===== config.mk =====
export PLATFORM = sky130hd
export DESIGN_NAME = seg7_scan
export DESIGN_NICKNAME = d
export VERILOG_FILES = /design/src/rtl/seg7_scan.sv
export SDC_FILE = /design/constraint.sdc
export NUM_CORES = 1
export LEC_CHECK = 0
export CAP_MARGIN = 20
export CORE_AREA = 3 3 75 77
export DETAILED_ROUTE_END_ITERATION = 8
export DIE_AREA = 0 0 78 80
export HOLD_SLACK_MARGIN = 0.03
export PLACE_DENSITY = 0.9
export SKIP_LAST_GASP = 1
export SYNTH_ARGS = -nofsm -noshare
export SYNTH_HDL_FRONTEND = slang
export SYNTH_SLANG_ARGS = --single-unit

===== constraint.sdc =====
create_clock -name clk -period 2.66 [get_ports clk]
set_input_delay 0.532 -clock clk [delete_from_list [all_inputs] [get_ports clk]]
set_output_delay 0.532 -clock clk [all_outputs]
set_load 0.05 [all_outputs]

===== src/rtl/seg7_scan.sv =====
// seg7_scan: four-digit multiplexed seven-segment scanner with a shadow
// register so a newly loaded value only appears at a frame boundary.
// Optional leading-zero blanking on digits 1..3: define SEG7_SCAN_LZB_EN.
// Ports:
//   clk, rst      clock, synchronous active-high reset
//   value, load   16-bit hex value (nibble k -> digit k), load strobe
//   pending       loaded value waiting for the next frame boundary
//   q             current digit index 0..3
//   frame         one-cycle pulse after each digit 3->0 wrap
//   an, seg       active-low digit enables and {g,f,e,d,c,b,a} segments
module seg7_scan #(
   parameter int DIV = 50000
) (
   input  logic        clk,
   input  logic        rst,
   input  logic [15:0] value,
   input  logic        load,
   output logic        pending,
   output logic [1:0]  q,
   output logic        frame,
   output logic [3:0]  an,
   output logic [6:0]  seg
);

   localparam int CW = (DIV > 2) ? $clog2(DIV) : 1;
   localparam logic [CW-1:0] LAST = CW'(DIV - 1);

   logic [CW-1:0] cnt;
   logic [15:0]   shadow;
   logic [15:0]   disp;
   logic          tick;
   logic          wrap;
   logic [3:0]    nib;
   logic [6:0]    seg_nx;

   function automatic logic [6:0] hex7(input logic [3:0] h);
      logic [6:0] s;
      case (h)
         4'h0: s = 7'h40;
         4'h1: s = 7'h79;
         4'h2: s = 7'h24;
         4'h3: s = 7'h30;
         4'h4: s = 7'h19;
         4'h5: s = 7'h12;
         4'h6: s = 7'h02;
         4'h7: s = 7'h78;
         4'h8: s = 7'h00;
         4'h9: s = 7'h10;
         4'hA: s = 7'h08;
         4'hB: s = 7'h03;
         4'hC: s = 7'h46;
         4'hD: s = 7'h21;
         4'hE: s = 7'h06;
         default: s = 7'h0E;
      endcase
      return s;
   endfunction

   assign tick = (cnt == LAST);
   assign wrap = tick && (q == 2'd3);

   always_comb begin
      nib = disp[3:0];
      case (q)
         2'd1: nib = disp[7:4];
         2'd2: nib = disp[11:8];
         2'd3: nib = disp[15:12];
         default: nib = disp[3:0];
      endcase
   end

`ifdef SEG7_SCAN_LZB_EN
   logic blank;

   // A digit is blank when it and every digit to its left are zero.
   // Digit 0 is never blanked so a zero value still shows "0".
   always_comb begin
      blank = 1'b0;
      case (q)
         2'd1: blank = (disp[15:4] == 12'h000);
         2'd2: blank = (disp[15:8] == 8'h00);
         2'd3: blank = (disp[15:12] == 4'h0);
         default: blank = 1'b0;
      endcase
   end

   assign seg_nx = blank ? 7'h7F : hex7(nib);
`else
   assign seg_nx = hex7(nib);
`endif

   always_ff @(posedge clk) begin
      if (rst) begin
         cnt     <= '0;
         q       <= 2'd0;
         frame   <= 1'b0;
         pending <= 1'b0;
         shadow  <= 16'h0000;
         disp    <= 16'h0000;
         an      <= 4'b1111;
         seg     <= 7'h7F;
      end else begin
         cnt   <= tick ? '0 : cnt + 1'b1;
         q     <= tick ? q + 2'd1 : q;
         frame <= wrap;
         // A load landing on the boundary goes straight to the display.
         if (load && wrap) begin
            disp    <= value;
            shadow  <= value;
            pending <= 1'b0;
         end else if (load) begin
            shadow  <= value;
            pending <= 1'b1;
         end else if (wrap && pending) begin
            disp    <= shadow;
            pending <= 1'b0;
         end
         an  <= ~(4'b0001 << q);
         seg <= seg_nx;
      end
   end

endmodule


==> metrics.log, run 1 <==
[metrics] status: finished, final reports clean
[metrics] post-synthesis sequential element count: 63
[metrics] number of antenna diodes: 0
[metrics] proportion of layout cells with a drive suffix above 1: 8.41%
[metrics] synth-to-layout area growth: 20.8%
[metrics] number of antenna violations at the first check in global routing: 0
[metrics] IR drop worst, VDD: 0.000314 V
[metrics] number of fillers in the final layout: 405
[metrics] aggregate negative setup slack: 0 ns
[metrics] DIE WIDTH: 78 um
[metrics] core outline area: 0.00507 mm^2
[metrics] post-synth design cell area: 0.00275 mm^2
[metrics] Antenna Violating Nets Remaining: 0
[metrics] Die Footprint: 0.00624 mm^2
[metrics] worst hold-check path type: reg -> reg
[metrics] Synth top area share: 45.8%
[metrics] maximum operating frequency: 417 MHz
[metrics] final count of negative-setup-slack endpoints: 0
[metrics] Setup crit end kind: register
[metrics] largest driver fanout on the critical path: 7
[metrics] sum of overflow across all layers after global routing: 0
[metrics] Die Ht: 80 um
[metrics] weighted congestion at the end of routability-driven global placement: 0.862
[metrics] Net Count, Synth: 328
[metrics] mean cell area of the mapped netlist: 9.27 um^2
[metrics] wire length after detailed routing: 5330 um
[metrics] r2r worst-path depth: 8
[metrics] total global-route track usage: 18.7%
[metrics] Critical Path RT: 2.88 ns
[metrics] P_leak: 1.25 nW
[metrics] number of global-route vias before repair: 2,060
[metrics] row cnt: 26
[metrics] total number of nets in the final design: 359
[metrics] ys async rst share: 0%
[metrics] Starting DRT DRC Count: 140
[metrics] DRC violation count after routing: 0
[metrics] max_cap viols: 0
[metrics] part of the cycle the worst path needs: 90.2%
[metrics] transition time of the tightest slew-check pin: 1.01 ns
[metrics] Clock Tree Root: clkbuf_8
[metrics] Final Hold Fails: 0
[metrics] Yosys warning total: 0
[metrics] count of input and output buffers: 33
[metrics] endpoint arrival time on the critical path: 2.61 ns
[metrics] final design utilization: 65.5%
[metrics] DR pass1 iterations: 4
[metrics] Post-Route Skew: 0.00744 ns
[metrics] power density cells: 580 mW/mm^2
[metrics] Via-to-Cell Ratio: 5.45
[metrics] post-synth top area cell: dfxtp_1
[metrics] via count: 2,198
[metrics] Skew-Pair Late Insertion Delay: 0.34 ns
[metrics] flip-flop cell with the highest count after synthesis: dfxtp_1
[metrics] total number of clock tree sinks: 63
[metrics] largest net degree at the start of global routing: 35
[metrics] starting density of the core: 54.2%
[metrics] number of instances in the synthesized netlist: 297
[metrics] CTS tree: built
[metrics] crit path time final: 2.40 ns
[metrics] register clock-pin slew on the reported worst setup and hold paths: 0.07 ns
[metrics] I/O pin total: 34
[metrics] Placed Area: 0.00313 mm^2
[metrics] number of gates resized after cts: 0
[metrics] largest cells by area after synthesis: dfxtp_1, mux2i_1, ha_1, nor2_1, o21ai_0
[metrics] critical path startpoint category: register
[metrics] average wire per cell in the routed design: 13.2 um
[metrics] post-detailed-placement half-perimeter wirelength: 3630 um
[metrics] worst slack after detailed placement: 0.366 ns
[metrics] setup repair after global routing missed its margin: no
[metrics] EDFF count, synth: 0
[metrics] Worst Hold Path Cells: 1
[metrics] count of H-tree levels built during CTS: 3
[metrics] number of buffers added for setup after CTS: 0
[metrics] Layout Cell Area excl Fill: 0.00332 mm^2
[metrics] post-layout worst setup margin: 0.262 ns
[metrics] fraction of the yosys area taken by sequential cells: 45.8%
[metrics] final slew viol count: 0
[metrics] number of library cell types mapped by synthesis: 38
[metrics] number of clock buffers inserted by TritonCTS: 9
[metrics] global-route wire length before repair: 9130 um
[metrics] # hold bufs at CTS: 0
[metrics] type of the worst setup path: reg -> reg
[metrics] max-slew headroom at the worst pin: 32.6%
[metrics] total power draw: 1.93 mW
[metrics] Max Buffers Root-to-Sink: 2
[final cells by class]
cell class                 instances  area, um^2  area share, %
clock buffer                      12         145           4.37
clock inverter                     4        45.0           1.35
inverter                          15        56.3           1.69
multi-input combinational        200        1350           40.7
sequential                        63        1260           37.9
tap                               70        87.6           2.63
timing repair buffer              39         375           11.3
[through the flow]
stage | cells | hold slack (ns)
after CTS | 403 | 0.470
after global routing | 403 | 0.508
after floorplan | 297 | 0.430
after detailed placement | 387 | 0.456
after global placement | 387 | 0.442
final | 403 | 0.467
[layout by cell type, fill, tap and decap left out, types with 3 or more instances in the layout]
cell type,Yosys,routed
xnor2_1,11,11
clkdlybuf4s50_1,0,33
inv_1,15,15
a22oi_1,4,4
xor2_1,3,3
or2_0,3,3
o21ai_0,20,20
nand3_1,5,5
a21oi_1,18,18
mux2i_1,23,23
clkinv_2,0,3
nor2_1,39,39
nor3_1,7,7
dfxtp_1,63,63
nor4_1,3,3
nand2b_1,4,4
or3_1,15,15
buf_4,0,6
ha_1,12,12
a222oi_1,4,4
clkbuf_8,0,10
nand4_1,4,4
a31oi_1,3,3
mux2_2,5,5
[cells by family (layout without fill, tap and decap cells)]
family	count (synthesis)	in the layout	synth area share, %
simple gates	93	93	17.5
flops	63	63	45.8
compound gates	53	53	11.4
buf+inv	34	70	5.00
mux	28	28	10.4
xor+xnor	14	14	4.45
fa+ha+maj	12	12	5.45
[per-layer routing]
metal | up-vias | part of all wire [%] | GRT usage (%)
met1 | 1023 | 45 | 22.6
met5 | - | 0 | 0
li1 | 1096 | - | -
met3 | 17 | 4.6 | 3.50
met2 | 62 | 47 | 30.2
met4 | 0 | 3.2 | 12.8
[registers in the layout (all words and copies together), names as in the netlist]
register,cells
an,4
frame,1
shadow,16
disp,16
seg,7
q,2
cnt,16
pending,1
[worst paths after layout]
check	start	endpoint	slack (ns)
worst min register to register	cnt[0]	cnt[0]	0.47
worst max register to register	q[0]	seg[0]	0.26
worst min-delay path	cnt[0]	cnt[0]	0.47
worst max-delay path	q[0]	seg[0]	0.26
[worst max-delay path, cell delays in order, from the launching register on]
cell      delay, ns
dfxtp_1        0.43
inv_1          0.11
ha_1           0.27
a222oi_1       0.37
mux2_2         0.33
inv_1          0.08
ha_1           0.23
nor4b_1        0.35
a211oi_1       0.10
[power by group]
| group | switching (mW) | internal (mW) |
|---|---|---|
| sequential | 0.0106 | 0.968 |
| clock | 0.354 | 0.454 |
| combinational | 0.0773 | 0.0629 |
[Yosys cell counts (5+ instances only)]
cell      instances
dfxtp_1          63
a21oi_1          18
mux2i_1          23
ha_1             12
clkbuf_1         15
nand3_1           5
or3_1            15
o21ai_0          20
nor3_1            7
mux2_2            5
inv_1            15
nor2_1           39
xnor2_1          11
(Power assumes the default switching activity.)
==> run 2: changes to the inputs <==
--- a/config.mk
+++ b/config.mk
@@ -5,7 +5,7 @@
 export SDC_FILE = /design/constraint.sdc
 export NUM_CORES = 1
 export LEC_CHECK = 0
-export CAP_MARGIN = 20
+export CAP_MARGIN = 40
 export CORE_AREA = 3 3 75 77
 export DETAILED_ROUTE_END_ITERATION = 8
 export DIE_AREA = 0 0 78 80
==> run 2 against run 1 <==
  * Global-route usage is 0.57 points lower
  * Wire length is 0.13% higher
  * Setup slack better by 0.031 ns
  * Count of clock-buffer cells in the layout is 1 higher
  * Final cell count is 0.25% higher
  * Non-clock buffer count is 1 higher
  * Register-to-register slack better by 0.03 ns
  * Largest cell class unchanged
==> metrics.log, run 2 (synthesized netlist as in run 1, its figures left out) <==
[metrics] status: finished, final reports clean
[metrics] largest registers: cnt x16, disp x16, shadow x16
[metrics] Antenna Violating Nets Remaining: 0
[metrics] internal power of the cells: 1.61 mW
[metrics] worst hold-check path type: reg -> reg
[metrics] weighted congestion at the end of routability-driven global placement: 0.862
[metrics] Final Hold Fails: 0
[metrics] count of H-tree levels built during CTS: 3
[metrics] Starting DRT DRC Count: 157
[metrics] post-detailed-placement half-perimeter wirelength: 3650 um
[metrics] Clock Tree Root: clkbuf_8
[metrics] fraction of power spent switching nets: 21.4%
[metrics] most frequent standard cell in the layout excluding fill and tap cells: dfxtp_1
[metrics] aggregate negative setup slack: 0 ns
[metrics] crit path time final: 2.37 ns
[metrics] number of fillers in the final layout: 400
[metrics] total power draw: 2.05 mW
[metrics] met3 Track Usage GR: 5.64%
[metrics] setup repair after global routing missed its margin: no
[metrics] Die Footprint: 0.00624 mm^2
[metrics] number of antenna diodes: 0
[metrics] largest driver fanout on the critical path: 7
[metrics] DRC violation count after routing: 0
[metrics] final count of negative-setup-slack endpoints: 0
[metrics] Max Buffers Root-to-Sink: 2
[metrics] average wire per cell in the routed design: 13.2 um
[metrics] worst path cell trace: inv_1 > ha_1 > a222oi_1 > mux2_2 > inv_1 > ha_1 > nor4b_1 > a211oi_1
[metrics] total global-route track usage: 18.2%
[metrics] Via-to-Cell Ratio: 5.36
[metrics] # hold bufs at CTS: 0
[metrics] Die Ht: 80 um
[metrics] final slew viol count: 0
[metrics] DIE WIDTH: 78 um
[metrics] IR drop worst, VDD: 0.000359 V
[metrics] total number of clock tree sinks: 63
[metrics] endpoint arrival time on the critical path: 2.58 ns
[metrics] part of the power in registers: 47.8%
[metrics] most frequent cells in the layout: dfxtp_1, nor2_1, clkdlybuf4s50_1
[metrics] P_sw: 439 uW
[metrics] row cnt: 26
[metrics] most utilized layer in the global route result: met2
[metrics] delay of the slowest critical-path stage: 0.42 ns
[metrics] Post-Route Skew: 0.00563 ns
[metrics] maximum operating frequency: 423 MHz
[metrics] synth-to-layout area growth: 22.3%
[metrics] dpl cells: 388
[metrics] count of input and output buffers: 33
[metrics] global-route wire length before repair: 8860 um
[metrics] max_cap viols: 0
[metrics] via count: 2,167
[metrics] P_leak: 1.27 nW
[metrics] number of gates resized after cts: 0
[metrics] register clock-pin slew on the reported worst setup and hold paths: 0.06 ns
[metrics] Critical Path RT: 2.87 ns
[metrics] share of power burned in the clock network: 45.3%
[metrics] Setup crit end kind: register
[metrics] CTS tree: built
[metrics] DR pass1 iterations: 5
[metrics] max-slew headroom at the worst pin: 51.8%
[metrics] cell type of the slowest stage on the worst timing path: a222oi_1
[metrics] critical path startpoint category: register
[metrics] number of buffers added for setup after CTS: 0
[metrics] Skew-Pair Late Insertion Delay: 0.34 ns
[metrics] number of clock buffers inserted by TritonCTS: 9
[metrics] proportion of layout cells with a drive suffix above 1: 8.68%
[metrics] sum of overflow across all layers after global routing: 0
[metrics] total number of nets in the final design: 360
[metrics] Fin Hold WS: 0.468 ns
[metrics] starting density of the core: 54.2%
[metrics] largest net degree at the start of global routing: 35
[metrics] power density cells: 609 mW/mm^2
[metrics] part of the cycle the worst path needs: 89.0%
[metrics] met1 layer usage reported by global route: 21.5%
[metrics] wire length after detailed routing: 5340 um
[metrics] transition time of the tightest slew-check pin: 0.703 ns
[metrics] Layout Cells excl Fill: 404
[metrics] number of antenna violations at the first check in global routing: 0
[metrics] number of global-route vias before repair: 2,017
[metrics] I/O pin total: 34
[metrics] core outline area: 0.00507 mm^2
[metrics] type of the worst setup path: reg -> reg
[metrics] combinational group share of total power: 6.9%
[metrics] fraction of met2 tracks used by global routing: 29.1%
-- run 2: metal layers --
| layer | part of all wire, % | wire (um) |
|---|---|---|
| met1 | 45 | 2410 |
| met2 | 47 | 2500 |
| met3 | 4.7 | 249 |
| met4 | 3.2 | 172 |
| met5 | 0 | 0 |
-- run 2: critical path, delay by kind of cell, from the launching register on --
family / cells / cell delay [ns]
adders and majority gates: 2 / 0.48
muxes: 1 / 0.33
and+or+nand+nor: 1 / 0.35
DFF: 1 / 0.40
buffers and inverters: 2 / 0.18
AOI/OAI and AO/OA: 2 / 0.51
-- run 2: layout make-up --
cell class                 count  area [um^2]  share of cell area (%)
multi-input combinational    200         1350                    40.2
clock inverter                 3         65.1                    1.93
timing repair buffer          40          383                    11.4
clock buffer                  13          159                    4.72
tap                           70         87.6                    2.60
inverter                      15         56.3                    1.67
sequential                    63         1260                    37.5
-- run 2: path summary, 6_finish.rpt --
check,from,to,slack [ns],depth (start not counted)
hold reg to reg,cnt[0],cnt[0],0.47,1
setup / recovery,q[1],seg[0],0.29,8
hold / removal,cnt[0],cnt[0],0.47,1
setup reg to reg,q[1],seg[0],0.29,8
-- run 2: per-stage QoR --
| step | worst slack [ns] | util (%) | cell area, um^2 |
|---|---|---|---|
| 2_1_floorplan | 0.242 | - | 2750 |
| 3_3_place_gp | 0.413 | 61.8 | 3130 |
| 3_5_place_dp | 0.365 | 61.9 | 3140 |
| 4_1_cts | 0.290 | 66.3 | 3370 |
| 5_1_grt | 0.108 | 66.3 | 3370 |
| 6_report | 0.293 | 66.3 | 3370 |
-- run 2: power by group through the flow --
stage               combinational [mW]  clock, mW  sequential, mW
global placement                 0.137          0           0.999
floorplan                       0.0644          0            1.02
finish                           0.142      0.928           0.979
detailed placement               0.142          0            1.00
CTS                              0.143      0.943           0.979
global route                     0.154      0.986           0.982
